File: src/rtl/array_div_if.sv
// Operand/result handshake bundle for the sequential restoring divider.
// master drives operands and result acceptance; slave is the divider.
interface array_div_if #(
  parameter int N = 4
);
  logic           in_valid;
  logic           in_ready;
  logic [2*N-1:0] dividend;
  logic [N-1:0]   divisor;
  logic           out_valid;
  logic           out_ready;
  logic [2*N-1:0] quotient;
  logic [N-1:0]   remainder;
  logic           div0;
  logic           exact;

  modport master (
    output in_valid, dividend, divisor, out_ready,
    input  in_ready, out_valid, quotient, remainder, div0, exact
  );

  modport slave (
    input  in_valid, dividend, divisor, out_ready,
    output in_ready, out_valid, quotient, remainder, div0, exact
  );
endinterface

File: src/rtl/array_div_seq.sv
// Sequential restoring divider (2N-bit dividend / N-bit divisor), one quotient bit per clock.
// Optional macro ARRAY_DIV_EXACT_CHK_EN builds the exact-product flag; otherwise exact is tied low.
module array_div_seq #(
  parameter int N = 4
) (
  input  logic        clk,
  input  logic        rst,
  array_div_if.slave  bus
);
  localparam int W2    = 2 * N;
  localparam int CNT_W = $clog2(W2);

  typedef enum logic [1:0] {IDLE, CALC, DONE} state_t;

  state_t           state, state_nxt;
  logic [CNT_W-1:0] cnt;
  logic [W2-1:0]    work;     // dividend bits leave at the MSB, quotient bits enter at the LSB
  logic [N-1:0]     dvs;
  logic [N-1:0]     rem;
  logic [N-1:0]     rem_out;
  logic             div0_r;
  logic             in_ready_c;
  logic             out_valid_c;
  logic [N:0]       t;
  logic             q_bit;
  logic [N-1:0]     rem_nxt;
  logic [W2-1:0]    work_nxt;

  // Partial remainder after a restoring subtract; always fits N bits since it is < divisor.
  function automatic logic [N-1:0] restore_step(input logic [N:0] tv, input logic [N-1:0] d);
    if (tv >= {1'b0, d}) return N'(tv - {1'b0, d});
    else                 return tv[N-1:0];
  endfunction

  assign t        = {rem, work[W2-1]};
  assign q_bit    = (t >= {1'b0, dvs});
  assign rem_nxt  = restore_step(t, dvs);
  assign work_nxt = {work[W2-2:0], q_bit};

  always_ff @(posedge clk) begin
    if (rst) state <= IDLE;
    else     state <= state_nxt;
  end

  always_comb begin
    state_nxt   = state;
    in_ready_c  = 1'b0;
    out_valid_c = 1'b0;
    case (state)
      IDLE: begin
        in_ready_c = 1'b1;
        if (bus.in_valid) state_nxt = (bus.divisor == '0) ? DONE : CALC;
      end
      CALC: begin
        if (cnt == '0) state_nxt = DONE;
      end
      DONE: begin
        out_valid_c = 1'b1;
        if (bus.out_ready) state_nxt = IDLE;
      end
      default: state_nxt = IDLE;
    endcase
  end

  always_ff @(posedge clk) begin
    if (rst) begin
      cnt     <= '0;
      work    <= '0;
      dvs     <= '0;
      rem     <= '0;
      rem_out <= '0;
      div0_r  <= 1'b0;
    end else begin
      case (state)
        IDLE: begin
          if (bus.in_valid) begin
            dvs     <= bus.divisor;
            rem     <= '0;
            cnt     <= CNT_W'(W2 - 1);
            rem_out <= '0;
            if (bus.divisor == '0) begin
              work   <= '1;
              div0_r <= 1'b1;
            end else begin
              work   <= bus.dividend;
              div0_r <= 1'b0;
            end
          end
        end
        CALC: begin
          work <= work_nxt;
          rem  <= rem_nxt;
          cnt  <= cnt - 1'b1;
          if (cnt == '0) rem_out <= rem_nxt;
        end
        default: ;
      endcase
    end
  end

`ifdef ARRAY_DIV_EXACT_CHK_EN
  logic exact_r;

  // Exact N x N product: zero remainder and the recovered operand fits in N bits.
  always_ff @(posedge clk) begin
    if (rst) begin
      exact_r <= 1'b0;
    end else if (state == IDLE && bus.in_valid) begin
      exact_r <= 1'b0;
    end else if (state == CALC && cnt == '0) begin
      exact_r <= (rem_nxt == '0) && (work_nxt[W2-1:N] == '0);
    end
  end

  assign bus.exact = exact_r;
`else
  assign bus.exact = 1'b0;
`endif

  assign bus.in_ready  = in_ready_c;
  assign bus.out_valid = out_valid_c;
  assign bus.quotient  = work;
  assign bus.remainder = rem_out;
  assign bus.div0      = div0_r;
endmodule

File: src/flat_wrapper.sv
// flat-port wrapper written by rule: the top's interface ports become plain ports
module array_div_seq_flat 
#(
  parameter int N = 4
)
  (clk, rst, bus_in_valid, bus_dividend, bus_divisor, bus_out_ready, bus_in_ready, bus_out_valid, bus_quotient, bus_remainder, bus_div0, bus_exact);
  array_div_if #(.N(N)) bus_i ();
  input  logic clk;
  input  logic rst;
  input wire logic [$bits(bus_i.in_valid)-1:0] bus_in_valid;
  input wire logic [$bits(bus_i.dividend)-1:0] bus_dividend;
  input wire logic [$bits(bus_i.divisor)-1:0] bus_divisor;
  input wire logic [$bits(bus_i.out_ready)-1:0] bus_out_ready;
  output wire logic [$bits(bus_i.in_ready)-1:0] bus_in_ready;
  output wire logic [$bits(bus_i.out_valid)-1:0] bus_out_valid;
  output wire logic [$bits(bus_i.quotient)-1:0] bus_quotient;
  output wire logic [$bits(bus_i.remainder)-1:0] bus_remainder;
  output wire logic [$bits(bus_i.div0)-1:0] bus_div0;
  output wire logic [$bits(bus_i.exact)-1:0] bus_exact;
  assign bus_i.in_valid = bus_in_valid;
  assign bus_i.dividend = bus_dividend;
  assign bus_i.divisor = bus_divisor;
  assign bus_i.out_ready = bus_out_ready;
  assign bus_in_ready = bus_i.in_ready;
  assign bus_out_valid = bus_i.out_valid;
  assign bus_quotient = bus_i.quotient;
  assign bus_remainder = bus_i.remainder;
  assign bus_div0 = bus_i.div0;
  assign bus_exact = bus_i.exact;
  array_div_seq #(.N(N)) u_core (.clk(clk), .rst(rst), .bus(bus_i));
endmodule
File: config.mk
export PLATFORM = sky130hd
export DESIGN_NAME = array_div_seq_flat
export DESIGN_NICKNAME = d
export VERILOG_FILES = /design/src/rtl/array_div_if.sv /design/src/rtl/array_div_seq.sv /design/src/flat_wrapper.sv
export SDC_FILE = /design/constraint.sdc
export NUM_CORES = 1
export LEC_CHECK = 0
export BUFFER_PORTS_ARGS = -buffer_cell sky130_fd_sc_hd__buf_4
export CORE_AREA = 2 2 66 93
export CTS_BUF_LIST = sky130_fd_sc_hd__clkbuf_16
export CTS_CLUSTER_DIAMETER = 200
export DETAILED_ROUTE_END_ITERATION = 12
export DIE_AREA = 0 0 68 95
export GPL_TIMING_DRIVEN = 1
export PLACE_DENSITY = 0.51
export REMOVE_ABC_BUFFERS = 1
export SKIP_CTS_REPAIR_TIMING = 1
export SLEW_MARGIN = 10
export SYNTH_ARGS = -nofsm -noshare
export SYNTH_HDL_FRONTEND = slang
export SYNTH_SLANG_ARGS = --single-unit
File: constraint.sdc
create_clock -name clk -period 1.7 [get_ports clk]
set_input_delay 0.085 -clock clk [delete_from_list [all_inputs] [get_ports clk]]
set_output_delay 0.085 -clock clk [all_outputs]
set_load 0.01 [all_outputs]
* Yosys cells after proc, flatten, opt, wreduce, memory -nomap -nowiden
Index checks and enable logic that the tools add are counted.
** Storage, ports and cells
- Register bits after elaboration :: 26
- Latch bits :: 0
- Output and inout bits :: 16
- Memories kept :: 0
- Memory bits (read-only) :: 0
- Bits in writable memories :: 0
- Logic and storage cells :: 41
** Operators by class
- Bitwise logic cells :: 0
- Magnitude comparators :: 1
- Equal/unequal tests :: 5
- Add/subtract/negate cells :: 2
- Divide/modulo/power cells :: 0
- Reduce and logical (&&, ||, !) cells :: 8
- Shift-type cells :: 0
- Mux-type cells :: 18
- Multiply operators :: 0
** Operator list (number)
- 8-bit two-way mux :: 2
- 4-bit case mux with 2 select lines :: 2
- 8-bit case mux with 2 select lines :: 1
- 4-bit two-way mux :: 3
- 2-bit two-way mux :: 4
- 2-bit case mux with 3 select lines :: 1
- 3-bit case mux with 2 select lines :: 1
- 3-bit AND reduction :: 2
- 5-bit by 4-bit >= comparator with 1-bit output :: 1
- 4-bit zero test :: 1
- 2-bit inequality test (second input constant) :: 2
- 2-bit AND reduction :: 2
- 4-bit subtractor :: 1
- 3-bit zero test :: 1
- 1-bit two-way mux :: 3
- 3-bit two-way mux :: 1
- 3-bit by 1-bit subtractor with 3-bit output (second input constant) :: 1
- 2-bit by 1-bit == test with 1-bit output (second input constant) :: 1
- 2-bit == test (second input constant) :: 1
- 2-bit zero test :: 1
- 2-bit by 1-bit inequality test with 1-bit output (second input constant) :: 1
- 2-bit nonzero test :: 1

* Logic depth before layout (Yosys ltp)
- Depth in word-level cells :: 4
- Gate-level depth with buffers :: 6

* Worst setup path after synthesis
No wires, ideal clock.
- Path kind :: register -> register
- Start :: register u_core.work[7], in the netlist u_core.bus.quotient[7]
- End :: register u_core.rem_out[0], in the netlist u_core.bus.remainder[0]
- Stages on the path, launching flop included :: 7
- Slack :: 0.048 ns
- Library setup time :: 0.117 ns
- Required time :: 1.583 ns
- Arrival time :: 1.534 ns
- Cells stage by stage :: dfxtp_1 inv_1 ha_1 nand4_1 nand2_1 or3_1 a32o_1
** On the way
- Cells in the longest elaborated chain, start to end :: 4
** RTL lines
- start, declared :: RTL line array_div_seq.sv:17 : logic [W2-1:0] work;
- start signal, assigned :: RTL line array_div_seq.sv:85 : work <= bus.dividend;
- start signal, assigned :: RTL line array_div_seq.sv:91 : work <= work_nxt;
- 4-bit subtractor or 5-bit by 4-bit >= comparator with 1-bit output (tied branches) :: RTL line array_div_seq.sv:31 : if (tv >= {1'b0, d}) return N'(tv - {1'b0, d});
- 4-bit two-way mux * :: RTL line array_div_seq.sv:31
- 4-bit two-way mux * :: RTL line array_div_seq.sv:94 : if (cnt == '0) rem_out <= rem_nxt;
- 4-bit case mux with 2 select lines * :: RTL line array_div_seq.sv:74 : case (state)
- end signal, assigned :: RTL line array_div_seq.sv:94
- end, declared :: RTL line array_div_seq.sv:20 : logic [N-1:0] rem_out;
Every way passes the cells marked *; elsewhere a longest branch is shown, timed or not. The select of a mux whose other input is x is not followed.
A chain may end at the register's enable or synchronous reset.

* Worst setup path after layout
- Start :: register u_core.dvs[3]
- End :: register u_core.rem[0]
** On the way
- Cells in the longest elaborated chain, start to end :: 3
** RTL lines
- start, declared :: RTL line array_div_seq.sv:18 : logic [N-1:0] dvs;
- start signal, assigned :: RTL line array_div_seq.sv:77 : dvs <= bus.divisor;
- 5-bit by 4-bit >= comparator with 1-bit output :: RTL line array_div_seq.sv:31
- 4-bit two-way mux :: RTL line array_div_seq.sv:31
- 4-bit case mux with 2 select lines :: RTL line array_div_seq.sv:74
- end signal, assigned :: RTL line array_div_seq.sv:92 : rem <= rem_nxt;
- end, declared :: RTL line array_div_seq.sv:19 : logic [N-1:0] rem;
No other way between the ends.

==> results.sh <==
export IMPL_crit_end="u_core.rem[0]"
export IMPL_period_needed_ns=1.619
export IMPL_wirelength_um=3414
export IMPL_via_count=1224
export IMPL_drv_slew=0
export IMPL_antenna_cells=0
export IMPL_track_usage_pct=11.74
export IMPL_syn_area_per_cell_um2=8.948
export IMPL_fmax_ghz=0.6176
export IMPL_clk_latency_ns=0.26
export IMPL_path_max_fanout=6
export IMPL_first_global_vias=1240
export IMPL_cts_tree="done"
export IMPL_drv_cap=0
export IMPL_final_layout_size_suffix_gt1_share_pct=39.38
export IMPL_critPathLaunch="u_core.dvs[3]"
export IMPL_grt_busiest_layer="met2"
export IMPL_fillers=628
export IMPL_setup_violations=0
export IMPL_regToRegSetupSlack_ns=0.08
export IMPL_hold_viol=0
export IMPL_yosysSeqAreaShare_pct=38.27
export IMPL_synth_edf_count=0
export IMPL_chipHeight_um=95
export IMPL_met2_usage_pct=19.26
export IMPL_synth_seq_cells=26
export IMPL_start_util_pct=23.87
export IMPL_cts_clk_slew_worst_paths_ns=0.07
export IMPL_ir_worst_vdd_v=0.0004120
export IMPL_nets=217
export IMPL_grt_ovfl_total=0
export IMPL_gp_congestion=0.7670
export IMPL_clockBufferDepth=2
export IMPL_critPathSlowestCell="or3_1"
export IMPL_use_met3_pct=1.788
export IMPL_grt_max_degree=23
export IMPL_portBuffers=30
export IMPL_powerDensity_nw_per_um2=1056
export IMPL_min_period_over_period_pct=95.25
export IMPL_timing_rr_start="u_core.dvs[3]"
export IMPL_synth_area_um2=1360
export IMPL_cts_num_sinks=26
export IMPL_dpl_hpwl_um=2507
export IMPL_min_path_type="in2reg"
export IMPL_cp_depth=6
export IMPL_worstSetupPathType="reg2reg"
export IMPL_synth_cell_type_count=37
export IMPL_area_growth_pct=37.63
export IMPL_drt_vias_per_instance=4.654
export IMPL_cts_buffers=3
export IMPL_setup_ws_ns=0.08070
export IMPL_antenna_left=0
export IMPL_synth_cells=152
export IMPL_io_pin_count=32
export IMPL_tns_ns=0
export IMPL_max_stage_delay_ns=0.38
export IMPL_drtIter0Drc=54
export IMPL_antenna_found_initial=0
export IMPL_endpoint_kind="register"
export IMPL_firstDrtPassIters=4
export IMPL_synth_main_ff_cell="dfxtp_1"
export IMPL_status="finished clean"
export IMPL_critPathBufInv=1
export IMPL_worstPathRequired_ns=1.85
export IMPL_die_w_um=68
export IMPL_die_area_um2=6460
export IMPL_coreArea_um2=5698
export IMPL_grt_pass1_wl_um=5823
export IMPL_rr_worst_depth=6
export IMPL_finish_utilization_pct=32.85
export IMPL_ys_warn_count=0
export IMPL_leakagePower_nw=0.7319
export IMPL_startpoint_type="register"
export IMPL_cp_data_arrival_time_ns=1.77
export IMPL_worst_r2r_endpoint="u_core.rem[0]"
export IMPL_drt_drc_violations_left=0
export IMPL_pre_cts_slack_ns=0.008775
export IMPL_root_buffer="clkbuf_16"
export IMPL_crit_chain="inv_1 -> ha_1 -> nand4_1 -> nand2_2 -> or3_1 -> a32o_1"
export IMPL_cts_htree_levels=1
export IMPL_met1_usage_pct=15.40
export IMPL_fp_row_count=33
export IMPL_routedWlPerCell_um=12.98
export IMPL_rsz0062_at_grt="no"
export IMPL_critPathTopFamily="simple AND/OR/NAND/NOR gates"
export IMPL_fin_worst_skew_ns=0.001590
export IMPL_synthArstFlopShare_pct=0
## per-layer routing
metal / part of all wire (%) / wire length [um] / vias up
li1: - / - / 614
met1: 45 / 1523 / 575
met2: 50 / 1710 / 30
met3: 3.8 / 129 / 5
met4: 1.5 / 51 / 0
met5: 0 / 0 / -
## flip-flops by register name (all words and copies together), names as in the netlist
register	cells
u_core.bus.quotient	8
u_core.dvs	4
u_core.cnt	3
u_core.rem	4
u_core.bus.div0	1
u_core.state	2
u_core.bus.remainder	4
## how the worst min path moves through the flow
| stage | slack, ns | endpoint | from | cells after the start |
|---|---|---|---|---|
| after floorplan | 0.15 | u_core.bus.quotient[1] | rst | 1 |
| after global placement | 0.36 | u_core.dvs[2] | bus_divisor[2] | 3 |
| after detailed placement | 0.37 | u_core.dvs[2] | bus_divisor[2] | 3 |
| after CTS | 0.09 | u_core.dvs[0] | bus_divisor[0] | 3 |
| after global routing | 0.10 | u_core.dvs[0] | bus_divisor[0] | 3 |
| final | 0.09 | u_core.dvs[2] | bus_divisor[2] | 3 |
## cell families (layout without fill, tap and decap cells)
logic type               after synthesis  count (layout)  share of synthesized area, %
flip-flops                            26              26                         38.27
multiplexers                           1               1                        0.8279
other                                  1               1                        0.2757
XOR/XNOR                               1               1                        0.6441
buffers and inverters                 15              56                         5.612
adder cells (fa/ha/maj)                7               7                         6.992
AND/OR/NAND/NOR                       64              64                         24.65
AO/OA/AOI/OAI                         37              37                         22.72
## power by group
group / internal [mW] / total [mW] / leakage [nW] / switching, mW
sequential: 0.676 / 0.730 / 0.214 / 0.0537
clock: 0.316 / 0.541 / 0.0385 / 0.226
combinational: 0.337 / 0.706 / 0.479 / 0.369
total: 1.33 / 1.98 / 0.732 / 0.648
## cell usage after synthesis, drive strengths merged (3+ instances only)
master | number | area share, %
buf | 7 | 3.4
a311oi | 8 | 8.4
or3 | 3 | 1.4
a21oi | 8 | 3.2
nor2 | 15 | 5.4
o21ai | 8 | 2.9
nand2 | 28 | 7.7
a32o | 6 | 4.4
a211oi | 3 | 1.7
dfxtp | 26 | 38
inv | 7 | 1.9
ha | 6 | 5.5
nor2b | 3 | 1.9
nor3 | 4 | 1.5
nand2b | 5 | 2.3
## cell usage in the layout (no fill, tap or decap), drive strengths merged
cell type,netlist,routed
ha,6,6
nand2b,5,5
clkbuf,1,3
nand3,1,1
and3b,1,1
nor4,1,1
o22ai,1,1
a311oi,8,8
inv,7,7
a21oi,8,8
a211oi,3,3
or3,3,3
conb,1,1
nor3b,1,1
or2,1,1
o221ai,1,1
nand2,28,28
nand4,1,1
nor3,4,4
o21ai,8,8
nor2,15,15
a32o,6,6
buf,7,45
nor2b,3,3
o31ai,1,1
dfxtp,26,26
a31oi,1,1
fa,1,1
mux2,1,1
xor2,1,1
clkinv,0,1
## cell type report
class | count | area [um2] | area share (%)
multi-input combinational | 111 | 819.5 | 43.78
inverter | 7 | 26.28 | 1.404
timing repair buffer | 45 | 337.8 | 18.05
clock inverter | 1 | 3.754 | 0.2005
clock buffer | 3 | 75.07 | 4.011
tap | 70 | 87.58 | 4.679
sequential | 26 | 521.8 | 27.87
## metrics by stage
step / hold slack, ns / area (um2) / std cells / power (mW)
floorplan: 0.1529 / 1310 / 144 / 1.091
CTS: 0.09144 / 1792 / 260 / 1.893
global route: 0.1040 / 1872 / 263 / 2.108
global placement: 0.3623 / 1713 / 256 / 1.340
finish: 0.08836 / 1872 / 263 / 1.977
detailed placement: 0.3710 / 1713 / 256 / 1.343
## worst register-to-register path, stage by stage (launching register included)
cell and delay (ns):
dfxtp_1 0.33, inv_1 0.04, ha_1 0.30, nand4_1 0.10, nand2_2 0.10, or3_1 0.38
a32o_1 0.26
No activity file was read; power rests on OpenSTA's default activity.
